### src/rtl/mips_decode_pkg.sv
// Shared decode constants and the decoded-entry bundle
// for the buffered MIPS decode stage.
package mips_decode_pkg;

  localparam logic [5:0] OP_OTHER0 = 6'h00;
  localparam logic [5:0] OP_ADDI   = 6'h08;
  localparam logic [5:0] OP_ADDIU  = 6'h09;
  localparam logic [5:0] OP_ANDI   = 6'h0c;
  localparam logic [5:0] OP_ORI    = 6'h0d;
  localparam logic [5:0] OP_XORI   = 6'h0e;

  localparam logic [5:0] OP0_ADD  = 6'h20;
  localparam logic [5:0] OP0_ADDU = 6'h21;
  localparam logic [5:0] OP0_SUB  = 6'h22;
  localparam logic [5:0] OP0_AND  = 6'h24;
  localparam logic [5:0] OP0_OR   = 6'h25;
  localparam logic [5:0] OP0_XOR  = 6'h26;
  localparam logic [5:0] OP0_NOR  = 6'h27;

  localparam logic [2:0] ALU_NONE = 3'd0;
  localparam logic [2:0] ALU_ADD  = 3'd2;
  localparam logic [2:0] ALU_SUB  = 3'd3;
  localparam logic [2:0] ALU_AND  = 3'd4;
  localparam logic [2:0] ALU_OR   = 3'd5;
  localparam logic [2:0] ALU_NOR  = 3'd6;
  localparam logic [2:0] ALU_XOR  = 3'd7;

  localparam logic [1:0] SRC2_RT   = 2'd0;
  localparam logic [1:0] SRC2_SIMM = 2'd1;
  localparam logic [1:0] SRC2_ZIMM = 2'd2;

  // 48-bit FIFO entry; opcode and rsvd ride along
  // for debug and keep the entry byte-aligned.
  typedef struct packed {
    logic [2:0]  rsvd;
    logic [5:0]  opcode;
    logic [2:0]  alu_op;
    logic [1:0]  alu_src2;
    logic        rd_src;
    logic        writeenable;
    logic        except;
    logic [4:0]  wreg;
    logic [4:0]  rs;
    logic [4:0]  rt;
    logic [15:0] imm;
  } dec_entry_t;

endpackage

### src/rtl/mips_decode_stage_comb.sv
// Combinational opcode/funct decoder: inst -> decoded entry.
// Ports: inst (32-bit word in), entry (dec_entry_t out).
module mips_decode_comb
  import mips_decode_pkg::*;
(
  input  logic [31:0] inst,
  output dec_entry_t  entry
);

  logic [5:0] op;
  logic [5:0] fn;
  logic       r_type;
  logic [2:0] alu_op;
  logic [1:0] src2;
  logic       rd_src;
  logic       legal;
  logic       unused_shamt;

  assign op = inst[31:26];
  assign fn = inst[5:0];
  assign r_type = (op == OP_OTHER0);
  assign unused_shamt = ^inst[10:6];

  always_comb begin
    alu_op = ALU_NONE;
    src2   = SRC2_RT;
    rd_src = 1'b0;
    legal  = 1'b1;
    unique case (1'b1)
      r_type && (fn == OP0_ADD || fn == OP0_ADDU):
        alu_op = ALU_ADD;
      r_type && fn == OP0_SUB: alu_op = ALU_SUB;
      r_type && fn == OP0_AND: alu_op = ALU_AND;
      r_type && fn == OP0_OR:  alu_op = ALU_OR;
      r_type && fn == OP0_XOR: alu_op = ALU_XOR;
      r_type && fn == OP0_NOR: alu_op = ALU_NOR;
      op == OP_ADDI || op == OP_ADDIU: begin
        alu_op = ALU_ADD;
        src2   = SRC2_SIMM;
        rd_src = 1'b1;
      end
      op == OP_ANDI: begin
        alu_op = ALU_AND;
        src2   = SRC2_ZIMM;
        rd_src = 1'b1;
      end
      op == OP_ORI: begin
        alu_op = ALU_OR;
        src2   = SRC2_ZIMM;
        rd_src = 1'b1;
      end
      op == OP_XORI: begin
        alu_op = ALU_XOR;
        src2   = SRC2_ZIMM;
        rd_src = 1'b1;
      end
      default: legal = 1'b0;
    endcase
  end

  always_comb begin
    entry             = '0;
    entry.opcode      = op;
    entry.alu_op      = alu_op;
    entry.alu_src2    = src2;
    entry.rd_src      = rd_src;
    entry.writeenable = legal;
    entry.except      = ~legal;
    entry.wreg        = rd_src ? inst[20:16]
                               : inst[15:11];
    entry.rs          = inst[25:21];
    entry.rt          = inst[20:16];
    entry.imm         = inst[15:0];
  end

endmodule

### src/rtl/mips_decode_stage.sv
// Buffered MIPS decode stage: decode on in_inst, DEPTH-entry FIFO,
// valid/ready on both sides, flush, optional exception counter.
// Ports: clk, reset (sync, high), flush, in_valid/in_ready/in_inst,
// out_valid/out_ready, out_* decoded fields, exc_count.
// Option: DECODE_EXC_COUNT_EN enables the saturating exc_count.
module mips_decode_stage
  import mips_decode_pkg::*;
#(
  parameter int DEPTH = 2,
  parameter int CNT_W = 8
) (
  input  logic             clk,
  input  logic             reset,
  input  logic             flush,
  input  logic             in_valid,
  output logic             in_ready,
  input  logic [31:0]      in_inst,
  output logic             out_valid,
  input  logic             out_ready,
  output logic [2:0]       out_alu_op,
  output logic [1:0]       out_alu_src2,
  output logic             out_rd_src,
  output logic             out_writeenable,
  output logic             out_except,
  output logic [4:0]       out_wreg,
  output logic [4:0]       out_rs,
  output logic [4:0]       out_rt,
  output logic [15:0]      out_imm,
  output logic [CNT_W-1:0] exc_count
);

  localparam int AW = $clog2(DEPTH);

  dec_entry_t    dec;
  dec_entry_t    head;
  dec_entry_t    mem [DEPTH];
  logic [AW-1:0] wr_ptr;
  logic [AW-1:0] rd_ptr;
  logic [AW:0]   count;
  logic          push;
  logic          pop;
  logic          unused_head;

  mips_decode_comb u_comb (
    .inst  (in_inst),
    .entry (dec)
  );

  // No full-bypass: a pop does not free a slot
  // for a push in the same cycle.
  assign in_ready  = (count != (AW+1)'(DEPTH));
  assign out_valid = (count != '0);
  assign push      = in_valid && in_ready;
  assign pop       = out_valid && out_ready;

  always_ff @(posedge clk) begin
    if (reset) begin
      wr_ptr <= '0;
      rd_ptr <= '0;
      count  <= '0;
      for (int i = 0; i < DEPTH; i++) begin
        mem[i] <= '0;
      end
    end else if (flush) begin
      wr_ptr <= '0;
      rd_ptr <= '0;
      count  <= '0;
    end else begin
      if (push) begin
        mem[wr_ptr] <= dec;
        wr_ptr      <= wr_ptr + AW'(1);
      end
      if (pop) begin
        rd_ptr <= rd_ptr + AW'(1);
      end
      unique case ({push, pop})
        2'b10:   count <= count + (AW+1)'(1);
        2'b01:   count <= count - (AW+1)'(1);
        default: ;
      endcase
    end
  end

  // Head is shown even when empty; consumers qualify
  // with out_valid.
  assign head            = mem[rd_ptr];
  assign out_alu_op      = head.alu_op;
  assign out_alu_src2    = head.alu_src2;
  assign out_rd_src      = head.rd_src;
  assign out_writeenable = head.writeenable;
  assign out_except      = head.except;
  assign out_wreg        = head.wreg;
  assign out_rs          = head.rs;
  assign out_rt          = head.rt;
  assign out_imm         = head.imm;
  assign unused_head     = ^{head.rsvd, head.opcode};

`ifdef DECODE_EXC_COUNT_EN
  logic [CNT_W-1:0] exc_q;

  always_ff @(posedge clk) begin
    if (reset) begin
      exc_q <= '0;
    end else if (!flush && push && dec.except
                 && exc_q != '1) begin
      exc_q <= exc_q + CNT_W'(1);
    end
  end

  assign exc_count = exc_q;
`else
  assign exc_count = '0;
`endif

endmodule

### config.mk
export PLATFORM = sky130hd
export DESIGN_NAME = mips_decode_stage
export DESIGN_NICKNAME = d
export VERILOG_FILES = /design/src/rtl/mips_decode_pkg.sv /design/src/rtl/mips_decode_stage_comb.sv /design/src/rtl/mips_decode_stage.sv
export SDC_FILE = /design/constraint.sdc
export NUM_CORES = 1
export LEC_CHECK = 0
export ABC_AREA = 0
export BUFFER_PORTS_ARGS = -buffer_cell sky130_fd_sc_hd__buf_4
export CAP_MARGIN = 20
export CORE_ASPECT_RATIO = 1.4
export CORE_MARGIN = 5
export CORE_UTILIZATION = 52
export CTS_CLUSTER_DIAMETER = 120
export CTS_CLUSTER_SIZE = 10
export DETAILED_ROUTE_END_ITERATION = 10
export MAX_ROUTING_LAYER = met4
export PLACE_DENSITY_LB_ADDON = 0.05
export SLEW_MARGIN = 25
export SYNTH_ARGS = -nofsm -noshare
export SYNTH_HDL_FRONTEND = slang
export SYNTH_SLANG_ARGS = --single-unit
export TNS_END_PERCENT = 100
### constraint.sdc
create_clock -name clk -period 3.7 [get_ports clk]
set_input_delay 0.37 -clock clk [delete_from_list [all_inputs] [get_ports clk]]
set_output_delay 0.37 -clock clk [all_outputs]
set_load 0.01 [all_outputs]
Word level (Yosys, flattened, before mapping)
Memory sizes are Yosys's and may differ from the RTL's. A register that Yosys moved wholly into a read port is not among the register bits.
Cells that the tools add are included.
{"block": "word_totals", "register_bits": 4, "mem_bits_rw": 90, "elab_cells": 63, "mem_count": 1}
{"block": "op_classes", "n_addsub": 4, "eq_ne": 15, "n_mux": 17, "bitwise": 1, "n_reduce_logical": 22}
{"name": "mem", "words": 2, "word_bits": 45, "read_ports": 1, "rd_ports_with_merged_regs": 1, "wr": 2, "line": "mips_decode_stage.sv:36", "text": "dec_entry_t mem [DEPTH];"}
{"op": "two-way mux 45 bit", "count": 1}
{"op": "OR reduction 45 bit", "count": 1}
{"op": "== test 6 bit, second input constant", "count": 7}
{"op": "== test 6 x 4 -> 1 bit, second input constant", "count": 5}
{"op": "one-hot mux 3 bit (6 select lines)", "count": 1}
{"op": "two-way mux 1 bit", "count": 12}
{"op": "OR reduction 10 bit", "count": 1}
{"op": "OR reduction 2 bit", "count": 5}
{"op": "logical AND 1 bit", "count": 8}
{"op": "one-hot mux 2 bit (2 select lines)", "count": 2}
{"op": "logical NOT 6 bit", "count": 1}
{"op": "two-way mux 5 bit", "count": 1}
{"op": "nonzero test 2 bit", "count": 2}
{"op": "OR reduction 4 bit", "count": 1}
{"op": "OR reduction 3 bit", "count": 1}
{"op": "adder 1 bit, second input constant", "count": 2}
{"op": "adder 2 x 1 -> 2 bit, second input constant", "count": 1}
{"op": "== test 2 x 1 -> 1 bit, second input constant", "count": 1}
{"op": "== test 2 bit, second input constant", "count": 1}
{"op": "logical OR 1 bit", "count": 2}
{"op": "inequality test 2 bit, second input constant", "count": 1}
{"op": "subtractor 2 x 1 -> 2 bit, second input constant", "count": 1}
{"op": "inverter 1 bit", "count": 1}

Longest topological paths before layout
Gate-level depths: netlist of the first run.
{"block": "logic_depth", "word_depth": 8, "ltp_mapped": 6, "mapped_depth_nobuf": 6}

Hierarchy
From an unflattened synthesis of the first run, not the netlist that was laid out.
{"block": "unflattened", "cells_unflattened": 313, "area_unflattened_um2": 4189.0}
{"mod": "mips_decode_stage", "instances": 1, "cells_each": 247, "area_per_inst_um2": 3684.8, "seq_area_each_um2": 2442.3}
{"mod": "mips_decode_comb", "instances": 1, "cells_each": 66, "area_per_inst_um2": 504.2, "seq_area_each_um2": 0.0}

Worst setup path after synthesis of the first run
Ideal clock, no wire load.
{"block": "synth_path", "kind": "input -> register", "startpoint": "in flush", "endpoint": "mem mem[0][0] (netlist bit) (enable)", "arrival_time_ns": 2.038, "path_slack_ns": 1.259, "stages": 4, "cell_sequence": "or2_0 buf_2 or3_4 nand2b_1"}
{"element": "from (decl)", "line": "mips_decode_stage.sv:14", "text": "input logic flush,"}
{"element": "to (decl)", "line": "mips_decode_stage.sv:36"}

==> summary.txt, run 1 <==
Pwr
  – Leak: approximately 1.9 nW
  – Pwr Total: a little under 2 mW
  – Power Density: around 420 nW/µm²
  – Max IR drop VDD: 0.0002579 V

Floorplan
  – Core Region: just over 7000 µm²
  – Die Y: 111.8 µm
  – Initial core utilization: between 50 and 60%
  – Total die area: 9247 µm²
  – IO Pins: 86
  – Num rows: 37
  – DIE WIDTH: slightly above 80 µm

STA
  – Hold violation total from the final report: 0
  – Max_slew headroom: ~37%
  – Final period util: 63.88%
  – Worst Tran Pin Value: ~0.94 ns
  – Final Skew: 0.009348 ns
  – RSZ-0062 raised after global routing: false
  – WHS: approximately 0.29 ns
  – Max Clock Freq: approximately 420 MHz
  – Setup-failing EPs final: 0
  – Pins Over Slew Limit: 0
  – Total Neg Setup Slack: 0 ns
  – Min cycle time layout: between 2 and 2.5 ns
  – Worst Slack Setup Final: around 1.3 ns

Hold path
  – Hold Path Origin: in_inst[7]
  – Min-Delay Path Class: in2reg

Critical path
  – CP max stage delay: approximately 0.66 ns
  – CP arrival: ~2.4 ns
  – Data required time at the worst endpoint: about 3.8 ns
  – WS Path Type: reg2reg
  – Critical Path Sink Type: flop
  – Reg2reg start: count[0]
  – Crit. Startpoint: count[0]
  – Top delay family on crit path: simple AND/OR/NAND/NOR gates
  – WP buf/inv: 1
  – Element type at the critical path start: flop
  – Slowest-stage cell, CP: nand2b_2
  – CP Max Fanout: 32
  – CP Cell Sequence: or2b_4, nand2_4, or3_4, nand2b_2, buf_4

Detailed routing
  – Drt pass-1 iters: 4
  – Via/cell ratio: around 5.0
  – Drt drc: 0
  – Routed wire length: 7272 µm
  – Via count: between 2000 and 2500
  – Met1 wire length: between 2000 and 3000 µm
  – Top sig layer: met4
  – WL met2: roughly 3900 µm
  – ANT nets after route: 0
  – DR iter-0 viols: 85
  – Metal3 WL: ~330 µm
  – WL/cell: 16.05 µm

Clocking
  – Postcts setup bufs: 0
  – Cts-stage hold buffer count: 0
  – Worst-Skew Late Latency: ~0.35 ns
  – CTS tree: yes
  – CTS Buf Count: 9
  – H-tree lvl count: 3
  – Max clock buf depth: 2
  – CTS resizes: 0
  – CTS Root Cell: clkbuf_8
  – Sink Count: 83
  – Clock transition at path regs: approximately 0.08 ns

Layout
  – Diodes inserted: 0
  – Layout Nets: approximately 400
  – Reg area: between 2000 and 2500 µm²
  – Area occupied by multi-input gates: 1310 µm²
  – Area Growth Syn to Fin: 21.68%
  – Fraction of layout cells with a size suffix above 1: between 40% and 50%
  – Filler cell count in the final layout: 583
  – Commonest cells after routing, fill and taps aside: buf_4 (79), edfxtp_1 (78), and2_1 (53), mux2_2 (39), nor2_1 (32)
  – Leading cell type in the layout, fill and taps excluded: buf_4
  – Fin area: 4683 µm²

Synth
  – Gate Count Post-Synth: approximately 270
  – Sequential share of the synthesized area: between 60% and 70%
  – Synthesized flop and latch total: between 80 and 90
  – Main synth FF type: edfxtp_1
  – Yosys warns: 0
  – Mapped Area: a little under 4000 µm²
  – Cell variety after synth: 36
  – Ys async rst share: 0%
  – Post-synth EDFFs: 78
  – Avg Cell Area, Syn: between 10 and 15 µm²

Global route
  – Largest net degree at the start of global routing: 40
  – Congestion Overflow GR: 0
  – First-pass GRT wire length: approximately 11000 µm
  – Initial antenna violation count: 0
  – GRT Total Usage: between 10% and 20%
  – Vias in the first global route: between 2000 and 2500

Placed design
  – GP Congestion: roughly 0.74
  – Pre-CTS setup slack: approximately 1.0 ns
  – Port Buffers: 77
  – Final HPWL DP: roughly 4800 µm
  – Post-placement cell area: approximately 4500 µm²

Flow run
  – Max Cap Violations: 0

Outcome
  – Outcome: finished, final reports clean
==> sequential cells by signal, indices dropped and copies added (netlist names), named ones only <==
name    flops
mem        78
rd_ptr      1
wr_ptr      1
count       2
==> power breakdown <==
group | switching, mW | internal (mW)
clock network | 0.312 | 0.374
registers | 0.0157 | 1.07
logic | 0.104 | 0.108
==> cell families (layout without fill, tap and decap cells) <==
| family | after synthesis | in the layout | synth area share [%] |
|---|---|---|---|
| simple gates | 107 | 107 | 16.74 |
| flops | 83 | 83 | 63.46 |
| mux | 45 | 45 | 12.97 |
| buf+inv | 21 | 97 | 3.446 |
| compound gates | 10 | 10 | 1.821 |
| xor+xnor | 5 | 5 | 1.138 |
| fa+ha+maj | 1 | 1 | 0.3250 |
| other cells | 1 | 8 | 0.09744 |
==> metal layers <==
metal / vias up / GRT usage (%)
li1: 1105 / -
met1: 1091 / 19.47
met2: 58 / 29.28
met3: 8 / 4.045
met4: 0 / 7.634
met5: - / -
==> path summary, 6_finish.rpt <==
kind | to | slack, ns | cells after the start
worst max register to register | mem[0][22] | 1.34 | 5
worst min register to register | count[1] | 0.49 | 2
worst min-delay path | mem[0][7] | 0.29 | 2
worst max-delay path | mem[0][22] | 1.34 | 5
==> synthesized netlist by cell type (all sizes together), types with 2 or more instances <==
cell type,instances,area (µm²)
nor3,2,32.53
dfxtp,5,100.1
mux2,39,439.2
and2,53,331.6
nor2,33,126.4
clkbuf,6,27.53
buf,13,97.59
inv,2,7.510
xnor2,4,35.03
nand2b,4,25.02
mux2i,6,60.06
a21oi,5,36.29
or2,4,25.03
edfxtp,78,2342
nand3b,2,15.01
or3,3,28.78
a21o,2,15.01
==> stage by stage <==
step           util (%)  std cells
2_1_floorplan         -        280
3_3_place_gp      61.51        437
3_5_place_dp      61.51        437
4_1_cts           64.37        453
5_1_grt           64.43        453
6_report          64.43        453
==> final cells by class <==
type | count | area share (%)
clock buffers | 10 | 2.725
clock inverters | 6 | 1.710
multi-input cells | 176 | 27.97
flip-flops and latches | 83 | 52.18
well taps | 97 | 2.591
repair buffers | 79 | 12.66
inverters | 2 | 0.1603
Power figures use the tool's default switching activity.
==> inputs of run 2 (changes only) <==
--- a/config.mk
+++ b/config.mk
@@ -10,7 +10,7 @@
 export CAP_MARGIN = 20
 export CORE_ASPECT_RATIO = 1.4
 export CORE_MARGIN = 5
-export CORE_UTILIZATION = 52
+export CORE_UTILIZATION = 49
 export CTS_CLUSTER_DIAMETER = 120
 export CTS_CLUSTER_SIZE = 10
 export DETAILED_ROUTE_END_ITERATION = 10
==> constraint.sdc (replaced) <==
create_clock -name clk -period 2.1 [get_ports clk]
set_input_delay 0.21 -clock clk [delete_from_list [all_inputs] [get_ports clk]]
set_output_delay 0.21 -clock clk [all_outputs]
set_load 0.01 [all_outputs]
==> summary.txt, run 2 (same netlist as run 1, synthesis figures left out) <==
Outcome
  – Outcome: finished, final reports clean

Clocking
  – Sink Count: 83 (unchanged)
  – Worst-Skew Late Latency: 0.34 ns (about the same)
  – Clock transition at path regs: 0.08 ns (about the same)
  – CTS Buf Count: 9 (unchanged)
  – CTS Root Cell: clkbuf_8
  – Max clock buf depth: 2 (unchanged)
  – Postcts setup bufs: 0 (unchanged)
  – CTS resizes: 0 (unchanged)
  – Cts-stage hold buffer count: 0 (unchanged)
  – CTS tree: yes
  – H-tree lvl count: 3 (unchanged)

STA
  – Min cycle time layout: 1.809 ns (-0.5545 ns)
  – Hold violation total from the final report: 0 (unchanged)
  – Pins Over Slew Limit: 0 (unchanged)
  – Final period util: 86.14% (+22 points)
  – WHS: 0.1410 ns (-0.1515 ns)
  – Setup-failing EPs final: 0 (unchanged)
  – Max Clock Freq: 552.8 MHz (+31%)
  – RSZ-0062 raised after global routing: false
  – Final Skew: 0.007596 ns (-0.001752 ns)
  – Total Neg Setup Slack: 0 ns (unchanged)

Flow run
  – Max Cap Violations: 0 (unchanged)

Layout
  – Commonest cells after routing, fill and taps aside: buf_4 (83), edfxtp_1 (78), and2_1 (53), mux2_2 (39), nor2_1 (32)
  – Filler cell count in the final layout: 644 (+10%)
  – Layout Nets: 396 (+1.8%)
  – Leading cell type in the layout, fill and taps excluded: buf_4
  – Fin area: 4763 µm² (+1.7%)
  – Fraction of layout cells with a size suffix above 1: 41.71% (+0.70 points)
  – Regs by FF count: mem: 78 flops, count: 2 flops
  – Largest Register: mem
  – Diodes inserted: 0 (unchanged)
  – Cell Count, Final, Fillers Out: 462 (+2.0%)
  – Number of flip-flops in the largest register: 78 (unchanged)
  – Area Growth Syn to Fin: 23.76%

Critical path
  – R2R Setup Slk: 0.29 ns (-1.05 ns)
  – Critical Path Sink Type: flop
  – Reg2reg start: count[0]
  – Data required time at the worst endpoint: 2.14 ns (-1.63 ns)
  – Element type at the critical path start: flop
  – Worst reg2reg path endpoint: mem[0][23]
  – Cells on worst reg2reg path: 5 (unchanged)
  – CP Max Fanout: 25 (-22%)
  – CP arrival: 1.85 ns (-0.58 ns)
  – WS Path Type: reg2reg

Floorplan
  – Num rows: 38 (+2.7%)
  – Die Y: 114.9 µm (+2.7%)
  – DIE WIDTH: 84.90 µm (+2.6%)
  – Core Region: 7702 µm² (+6.0%)
  – Initial core utilization: 49.97% (-3.0 points)
  – IO Pins: 86 (unchanged)
  – Total die area: 9752 µm² (+5.5%)

Global route
  – GRT Total Usage: 16.91% (-0.59 points)
  – Largest net degree at the start of global routing: 40 (unchanged)
  – First-pass GRT wire length: 12100 µm (+5.3%)
  – Vias in the first global route: 2529 (+6.6%)
  – Congestion Overflow GR: 0 (unchanged)
  – Initial antenna violation count: 0 (unchanged)

Detailed routing
  – Routed wire length: 7428 µm (+2.1%)
  – Via/cell ratio: 4.974 (-0.39%)
  – Drt pass-1 iters: 4 (unchanged)
  – Via count: 2298 (+1.6%)
  – WL/cell: 16.08 µm (+0.16%)
  – Drt drc: 0 (unchanged)
  – DR iter-0 viols: 119 (+40%)
  – ANT nets after route: 0 (unchanged)

Hold path
  – Hold Path Origin: in_inst[10]
  – Hold-critical path depth: 2 (unchanged)
  – Min-Delay Path Class: in2reg
  – Worst Hold Path EP: mem[1][10]

Pwr
  – Max IR drop VDD: 0.0005602 V (+120%)
  – Power Density: 730.8 nW/µm² (+72%)
  – Leak: 1.904 nW (+2.0%)

Placed design
  – Post-placement cell area: 4564 µm² (+2.1%)
  – Port Buffers: 77 (unchanged)
  – Final HPWL DP: 5021 µm (+4.4%)
  – Inst Count DP: 447 (+2.3%)
  – GP Congestion: 0.7919 (+6.3%)
==> run 2: final cells by class <==
| type | count | area [µm²] | share of cell area (%) |
|---|---|---|---|
| flip-flops and latches | 83 | 2444 | 51.30 |
| repair buffers | 86 | 683.2 | 14.34 |
| clock buffers | 12 | 135.1 | 2.837 |
| multi-input cells | 176 | 1305 | 27.40 |
| well taps | 100 | 125.1 | 2.627 |
| inverters | 2 | 7.507 | 0.1576 |
| clock inverters | 3 | 63.81 | 1.340 |
==> run 2: where the power goes <==
| group | internal (mW) | switching, mW |
|---|---|---|
| logic | 0.203 | 0.192 |
| registers | 1.89 | 0.0201 |
| clock network | 0.661 | 0.516 |
==> run 2: metal layers <==
layer / wire length (µm) / vias up / GRT usage (%) / part of all wire (%)
li1: - / 1114 / - / -
met1: 2823 / 1108 / 17.78 / 38
met2: 4117 / 68 / 30.01 / 55
met3: 397 / 8 / 4.516 / 5.3
met4: 89 / 0 / 6.758 / 1.2
met5: 0 / - / - / 0
==> run 2: critical path, cell delays in order, from the launching register on <==
cell	delay, ns
dfxtp_1	0.40
or2b_4	0.16
nand2_4	0.09
or3_4	0.38
nand2b_2	0.23
buf_12	0.23
==> run 2: worst max path at each step <==
stage	slack, ns	start	end	cells past startpoint
floorplan	0.18	count[0]	mem[0][0]	4
global route	0.19	count[0]	mem[0][36]	5
detailed placement	0.29	count[0]	mem[0][24]	5
finish	0.29	count[0]	mem[0][23]	5
CTS	0.27	count[0]	mem[0][20]	5
global placement	0.32	count[0]	mem[0][34]	5
==> run 2: stage by stage <==
stage | util [%] | total power, mW | setup slack, ns
after floorplan | - | 2.151 | 0.1839
after global placement | 59.26 | 2.342 | 0.3217
after detailed placement | 59.26 | 2.349 | 0.2920
after CTS | 61.84 | 3.516 | 0.2736
after global routing | 61.84 | 3.640 | 0.1919
final | 61.84 | 3.481 | 0.2910
